--- src/rtl/instr_fetch.sv ---
// Instruction fetch: one outstanding imem request, IF/ID output register plus 1-entry skid; response->if_valid_o in 1 cycle.
// Backpressure: stall_i holds the output; requests issue only when skid is empty and the output will be free.
module instr_fetch #(
    parameter int                    DATA_WIDTH = 32,
    parameter logic [DATA_WIDTH-1:0] NOP_INSTR  = 32'h0000_0013
) (
    input  logic                  clk,
    input  logic                  rst_n,
    input  logic [DATA_WIDTH-1:0] pc_i,
    output logic                  pc_write_o,
    input  logic                  stall_i,
    input  logic                  flush_i,
    output logic                  imem_req_valid_o,
    input  logic                  imem_req_ready_i,
    output logic [DATA_WIDTH-1:0] imem_addr_o,
    input  logic                  imem_rsp_valid_i,
    input  logic [DATA_WIDTH-1:0] imem_rsp_data_i,
    output logic                  if_valid_o,
    output logic [DATA_WIDTH-1:0] if_pc_o,
    output logic [DATA_WIDTH-1:0] if_instr_o
);
    typedef enum logic [1:0] {S_REQ, S_WAIT, S_DROP} state_t;

    state_t                state_q, state_d;
    logic [DATA_WIDTH-1:0] req_pc_q, req_pc_d;
    logic                  out_vld_q, out_vld_d;
    logic [DATA_WIDTH-1:0] out_pc_q, out_pc_d;
    logic [DATA_WIDTH-1:0] out_instr_q, out_instr_d;
    logic                  skid_vld_q, skid_vld_d;
    logic [DATA_WIDTH-1:0] skid_pc_q, skid_pc_d;
    logic [DATA_WIDTH-1:0] skid_instr_q, skid_instr_d;

    logic consume, out_free, req_vld, hs, take;

    assign consume  = out_vld_q && !stall_i;
    assign out_free = !out_vld_q || consume;
    assign req_vld  = rst_n && (state_q == S_REQ) && !skid_vld_q && out_free && !flush_i;
    assign hs       = req_vld && imem_req_ready_i;
    // Responses only count while a live request is pending; S_REQ/S_DROP responses never load.
    assign take     = (state_q == S_WAIT) && imem_rsp_valid_i;

    assign imem_req_valid_o = req_vld;
    assign imem_addr_o      = pc_i;
    assign pc_write_o       = hs;
    assign if_valid_o       = out_vld_q;
    assign if_pc_o          = out_pc_q;
    assign if_instr_o       = out_instr_q;

    always_comb begin
        state_d      = state_q;
        req_pc_d     = req_pc_q;
        out_vld_d    = out_vld_q;
        out_pc_d     = out_pc_q;
        out_instr_d  = out_instr_q;
        skid_vld_d   = skid_vld_q;
        skid_pc_d    = skid_pc_q;
        skid_instr_d = skid_instr_q;

        case (state_q)
            S_REQ: begin
                if (hs) begin
                    state_d  = S_WAIT;
                    req_pc_d = pc_i;
                end
            end
            S_WAIT: begin
                if (imem_rsp_valid_i)
                    state_d = S_REQ;
                else if (flush_i)
                    state_d = S_DROP;
            end
            S_DROP: begin
                if (imem_rsp_valid_i)
                    state_d = S_REQ;
            end
            default: state_d = S_REQ;
        endcase

        if (flush_i) begin
            out_vld_d   = 1'b0;
            out_instr_d = NOP_INSTR;
            skid_vld_d  = 1'b0;
        end else if (consume) begin
            if (skid_vld_q) begin
                out_pc_d    = skid_pc_q;
                out_instr_d = skid_instr_q;
                skid_vld_d  = 1'b0;
            end else if (take) begin
                out_pc_d    = req_pc_q;
                out_instr_d = imem_rsp_data_i;
            end else begin
                out_vld_d   = 1'b0;
                out_instr_d = NOP_INSTR;
            end
        end else if (!out_vld_q) begin
            if (take) begin
                out_vld_d   = 1'b1;
                out_pc_d    = req_pc_q;
                out_instr_d = imem_rsp_data_i;
            end
        end else if (take) begin
            skid_vld_d   = 1'b1;
            skid_pc_d    = req_pc_q;
            skid_instr_d = imem_rsp_data_i;
        end
    end

    always_ff @(posedge clk) begin
        if (!rst_n) begin
            state_q      <= S_REQ;
            req_pc_q     <= '0;
            out_vld_q    <= 1'b0;
            out_pc_q     <= '0;
            out_instr_q  <= NOP_INSTR;
            skid_vld_q   <= 1'b0;
            skid_pc_q    <= '0;
            skid_instr_q <= '0;
        end else begin
            state_q      <= state_d;
            req_pc_q     <= req_pc_d;
            out_vld_q    <= out_vld_d;
            out_pc_q     <= out_pc_d;
            out_instr_q  <= out_instr_d;
            skid_vld_q   <= skid_vld_d;
            skid_pc_q    <= skid_pc_d;
            skid_instr_q <= skid_instr_d;
        end
    end
endmodule

--- config.mk ---
export PLATFORM = sky130hd
export DESIGN_NAME = instr_fetch
export DESIGN_NICKNAME = d
export VERILOG_FILES = /design/src/rtl/instr_fetch.sv
export SDC_FILE = /design/constraint.sdc
export NUM_CORES = 1
export LEC_CHECK = 0
export BUFFER_PORTS_ARGS = -buffer_cell sky130_fd_sc_hd__clkbuf_2
export CELL_PAD_IN_SITES_DETAIL_PLACEMENT = 0
export CELL_PAD_IN_SITES_GLOBAL_PLACEMENT = 1
export CORE_ASPECT_RATIO = 1.2
export CORE_UTILIZATION = 40
export DETAILED_ROUTE_END_ITERATION = 10
export GPL_TIMING_DRIVEN = 0
export PLACE_DENSITY = 0.81
export SETUP_SLACK_MARGIN = 0.15
export SKIP_CTS_REPAIR_TIMING = 1
export SLEW_MARGIN = 20
export SYNTH_ARGS = -nofsm -noshare
export SYNTH_HDL_FRONTEND = slang
export SYNTH_SLANG_ARGS = --single-unit
--- constraint.sdc ---
create_clock -name clk -period 1.8 [get_ports clk]
set_input_delay 0.09 -clock clk [delete_from_list [all_inputs] [get_ports clk]]
set_output_delay 0.09 -clock clk [all_outputs]
set_load 0.05 [all_outputs]
== Word level (Yosys, flattened, before mapping) ==
Cells that the tools add are included.
W data, S select, Z words.

* Equal/unequal tests: 8
* Mux-type cells: 19
* Bitwise logic cells: 3
* Reduce and logical (&&, ||, !) cells: 23

{| class="wikitable"
|+ Operator list
! kind !! count
|-
| $mux W32 || 9
|-
| $reduce_and A2 Y1 || 5
|-
| $mux W2 || 4
|-
| $ne A2 B2 Y1 const B || 4
|-
| $logic_and A1 B1 Y1 || 7
|-
| $pmux W2 S3 || 1
|-
| $mux W1 || 5
|-
| $logic_not A1 Y1 || 4
|-
| $reduce_and A4 Y1 || 1
|-
| $ne A3 B3 Y1 const B || 1
|-
| $not A1 Y1 || 3
|-
| $reduce_and A3 Y1 || 1
|-
| $reduce_or A3 Y1 || 1
|-
| $eq A2 B1 Y1 const B || 1
|-
| $eq A2 B2 Y1 const B || 1
|-
| $logic_not A2 Y1 || 1
|-
| $ne A2 B1 Y1 const B || 1
|-
| $reduce_bool A2 Y1 || 1
|-
| $reduce_or A2 Y1 || 1
|-
| $logic_or A1 B1 Y1 || 1
|}

* Bits in registers: 164
* Output and inout port bits: 99

== Logic depth before layout (Yosys ltp) ==
* Depth in word-level cells: 8
* Depth in mapped cells: 6
* Mapped depth without buffers: 3

== Worst setup path after synthesis ==
OpenSTA, ideal clock, no wires.

* Kind: reg-to-output
* Start: register out_vld_q (netlist: if_valid_o)
* End: output port imem_req_valid_o
* Arrival time: 2.807 ns
* Path slack: -1.097 ns
* Cell stages (with the launch flop): 7
* Path buffers: 3
* Cell sequence: dfxtp_1 buf_2 nand2_1 clkbuf_1 buf_2 nand2_1 nor4_1

* Cells in the longest elaborated chain, start to end: 4
* Elaborated cells between the ends (all ways): 5
* Those cells by class: reduce/logical (5)

{| class="wikitable"
|+ RTL lines
! item !! RTL line !! source
|-
| from (decl) || 26 || <nowiki>logic out_vld_q, out_vld_d;</nowiki>
|-
| from (signal assigned) || 121 || <nowiki>out_vld_q <= out_vld_d;</nowiki>
|-
| $logic_not A1 Y1 or $logic_and A1 B1 Y1 (tied branches) || n/a ||
|-
| $logic_or A1 B1 Y1 (*) || 36 || <nowiki>assign out_free = !out_vld_q || consume;</nowiki>
|-
| $logic_and A1 B1 Y1 (*) (2 in series) || 37 || <nowiki>assign req_vld = rst_n && (state_q == S_REQ) && !skid_vld_q && out_free && !flush_i;</nowiki>
|-
| to (decl) || 13 || <nowiki>output logic imem_req_valid_o,</nowiki>
|}

Every way passes the cells marked *; elsewhere a longest branch is shown, timed or not.

== Worst setup path after layout ==
* Start: register state_q[1]
* End: output port pc_write_o

* Cells in the longest elaborated chain, start to end: 6

{| class="wikitable"
|+ RTL lines
! item !! RTL line !! source
|-
| from (decl) || 24 || <nowiki>state_t state_q, state_d;</nowiki>
|-
| from (signal assigned) || 119 || <nowiki>state_q <= state_d;</nowiki>
|-
| $logic_not A2 Y1 || 37 ||
|-
| $logic_and A1 B1 Y1 (4 in series) || 37 ||
|-
| $logic_and A1 B1 Y1 || 38 || <nowiki>assign hs = req_vld && imem_req_ready_i;</nowiki>
|-
| to (decl) || 10 || <nowiki>output logic pc_write_o,</nowiki>
|}

Every way passes these cells.

==> flow_summary.json <==
{
  "violations": "DRC, hold timing, setup timing",
  "grt_util_met2_pct": 38.9,
  "min_period_over_period_pct": 103,
  "rows": 53,
  "period_minus_slack_ps": 1850,
  "synth_nets": 936,
  "hpwl_um": 15300,
  "synthArstFlopShare_pct": 0,
  "wl_um": 22600,
  "start_util_pct": 41.3,
  "dr_total_vias": 7349,
  "ioPinCount": 169,
  "vias_per_cell": 5.33,
  "holdWs_ps": -3.27,
  "grt_usage_pct": 22.8,
  "htree_levels": 4,
  "antennaDiodeCount": 0,
  "syn_avg_cell_area_um2": 8.45,
  "clock_sinks": 164,
  "hp-class": "in2reg",
  "grt_max_degree": 17,
  "worst-path-buf-inv": 3,
  "cpPeakStageDelay_ps": 380,
  "seq_area_frac_synth_pct": 44.9,
  "final_max_slew_viol_count": 0,
  "crit_type": "reg2out",
  "drtPass1Iterations": 11,
  "rsz0062_at_grt": "yes",
  "grt_pass1_wl_um": 33900,
  "die_h_um": 150,
  "ant_nets": 0,
  "grt_overflow": 0,
  "cpMostUsedCell": "buf_8",
  "path_cells": "nor4b_4, and3_1, buf_6, buf_8, buf_8",
  "clk_path_buf_depth": 2,
  "p_per_area_mw_per_mm2": 823,
  "fmax_mhz": 541,
  "end_kind": "primary output",
  "remaining_drc_errors": 11,
  "p_leak_nw": 4.00,
  "synth-edff-count": 0,
  "critPathRequiredTime_ps": 1710,
  "synth_warnings": 0,
  "yosys_register_bits": 164,
  "syn_area_mm2": 0.00731,
  "run_status": "complete, but fails checks",
  "path_clk_slew_ps": 60,
  "hold_violations": 1,
  "coreArea_mm2": 0.0177,
  "fp.dieArea_mm2": 0.0188,
  "wire_per_inst_um": 16.4,
  "root_buffer": "clkbuf_16",
  "grt_pass1_vias": 6570,
  "fp.dieW_um": 125,
  "cp_max_fo": 7,
  "ir_drop_v": 0.000637,
  "clk_latency_ps": 430,
  "start_kind": "flop",
  "drt_first_iter_violations": 511,
  "n_fill_cell": 1631,
  "netlist_instances": 866,
  "timing.final.ws_setup_ps": -49.9,
  "cts_tree": "built",
  "slew_headroom_pct": 57.0,
  "ys.flop_type": "dfxtp_1",
  "setup_viol": 1,
  "post-place-ws_ps": -319,
  "regArea_mm2": 0.00330,
  "tightest_slew_ps": 646,
  "drive_gt1_share_pct": 32.1,
  "antenna_found_initial": 0,
  "critPathArrivalTime_ps": 1760,
  "cts_buffers": 17,
  "path_delay_family": "simple AND/OR/NAND/NOR gates",
  "finalPower_mw": 8.41,
  "cpMaxStageDelayCell": "nor4b_4",
  "gp_congestion": 0.791,
  "multi_input_area_mm2": 0.00338,
  "yosysUniqueCellTypes": 37,
  "gr-max-usage-layer": "met2",
  "cap_violations": 0,
  "fin_worst_skew_ps": 7.26,
  "use_met3_pct": 4.34,
  "nNetsFinal": 1215,
  "met1_usage_pct": 28.6,
  "portBuffers": 168,
  "synthToLayoutAreaGrowth_pct": 39.7
}
-- sequential cells by signal, summed over array words and instances, names as in the netlist --
signal	cells
if_instr_o	32
if_pc_o	32
if_valid_o	1
req_pc_q	32
skid_instr_q	32
skid_pc_q	32
skid_vld_q	1
state_q	2
-- worst paths after layout --
path / depth (start not counted) / slack [ps] / endpoint / startpoint
worst max-delay path: 5 / -50 / pc_write_o / state_q[1]
worst min-delay path: 3 / -3 / req_pc_q[19] / pc_i[19]
worst max register to register: 5 / 60 / if_pc_o[5] / state_q[1]
worst min register to register: 2 / 460 / if_pc_o[20] / if_pc_o[20]
-- synthesized netlist by cell type (2+ instances only) --
master / instances / area (µm²)
a21boi_1: 64 / 480
a31oi_1: 4 / 25.0
mux2i_1: 2 / 20.0
buf_2: 34 / 170
o21ai_1: 70 / 350
a21oi_1: 2 / 10.0
nor3_1: 62 / 310
buf_1: 7 / 26.3
nor4bb_1: 2 / 20.0
nand2b_1: 2 / 12.5
nand3_1: 64 / 320
buf_4: 35 / 263
nor2b_1: 4 / 25.0
nand2_1: 71 / 267
nand4_1: 30 / 188
a211oi_2: 30 / 375
a211oi_1: 3 / 22.5
nor4_1: 4 / 25.0
inv_1: 33 / 124
dfxtp_1: 164 / 3280
o21ai_0: 86 / 430
a311oi_1: 29 / 254
clkbuf_1: 49 / 184
nand4bb_1: 2 / 22.5
-- placed cells by master (no fill, tap or decap), types with 38 or more instances in the layout --
cell type      instances
clkbuf_2             180
dlygate4sd3_1         64
a21boi_1              64
nor3_1                62
o21ai_1               55
dfxtp_1              160
nand3_1               64
o21ai_0               86
nand2_1               69
clkbuf_1              38
buf_4                 64
-- metrics by stage --
stage / TNS, ps / instances / util, % / cell area [µm²]
3_5_place_dp: -7150 / 1254 / 47.9 / 8480
6_report: -49.9 / 1378 / 57.7 / 10200
2_1_floorplan: 0 / 866 / - / 7370
3_3_place_gp: -7150 / 1254 / 47.9 / 8480
5_1_grt: -186 / 1378 / 57.7 / 10200
4_1_cts: -9010 / 1286 / 51.2 / 9070
-- power breakdown --
part | internal, mW | switching (mW)
combinational | 0.408 | 0.618
clock | 2.12 | 1.51
sequential | 3.69 | 0.0571
total | 6.22 | 2.19
-- cell families (layout without fill, tap and decap cells) --
kind of cell / count (synthesis) / in the layout / share of synthesized area [%]
compound gates: 291 / 291 / 27.0
simple gates: 250 / 250 / 17.3
flops: 164 / 164 / 44.9
buf+inv: 159 / 451 / 10.5
mux: 2 / 2 / 0.274
-- worst min-delay path, delay by kind of cell --
kind	cells	cell delay, ps
AOI/OAI and AO/OA	1	80
and+or+nand+nor	1	110
buffers and inverters	1	90
-- area by class of cell --
type	count	area share (%)
Buffer	124	7.63
Clock buffer	20	4.47
Clock inverter	12	1.27
Inverter	34	1.25
Multi-Input combinational cell	543	33.1
Sequential cell	164	32.3
Tap cell	220	2.69
Timing Repair Buffer	261	17.3
-- routing by layer --
layer  wire length, µm  vias to the layer above
met5                 0                        -
met4               448                        0
met3               976                       34
met2             11200                      211
met1             10000                     3460
li1                  -                     3644
(Power assumes the default switching activity.)
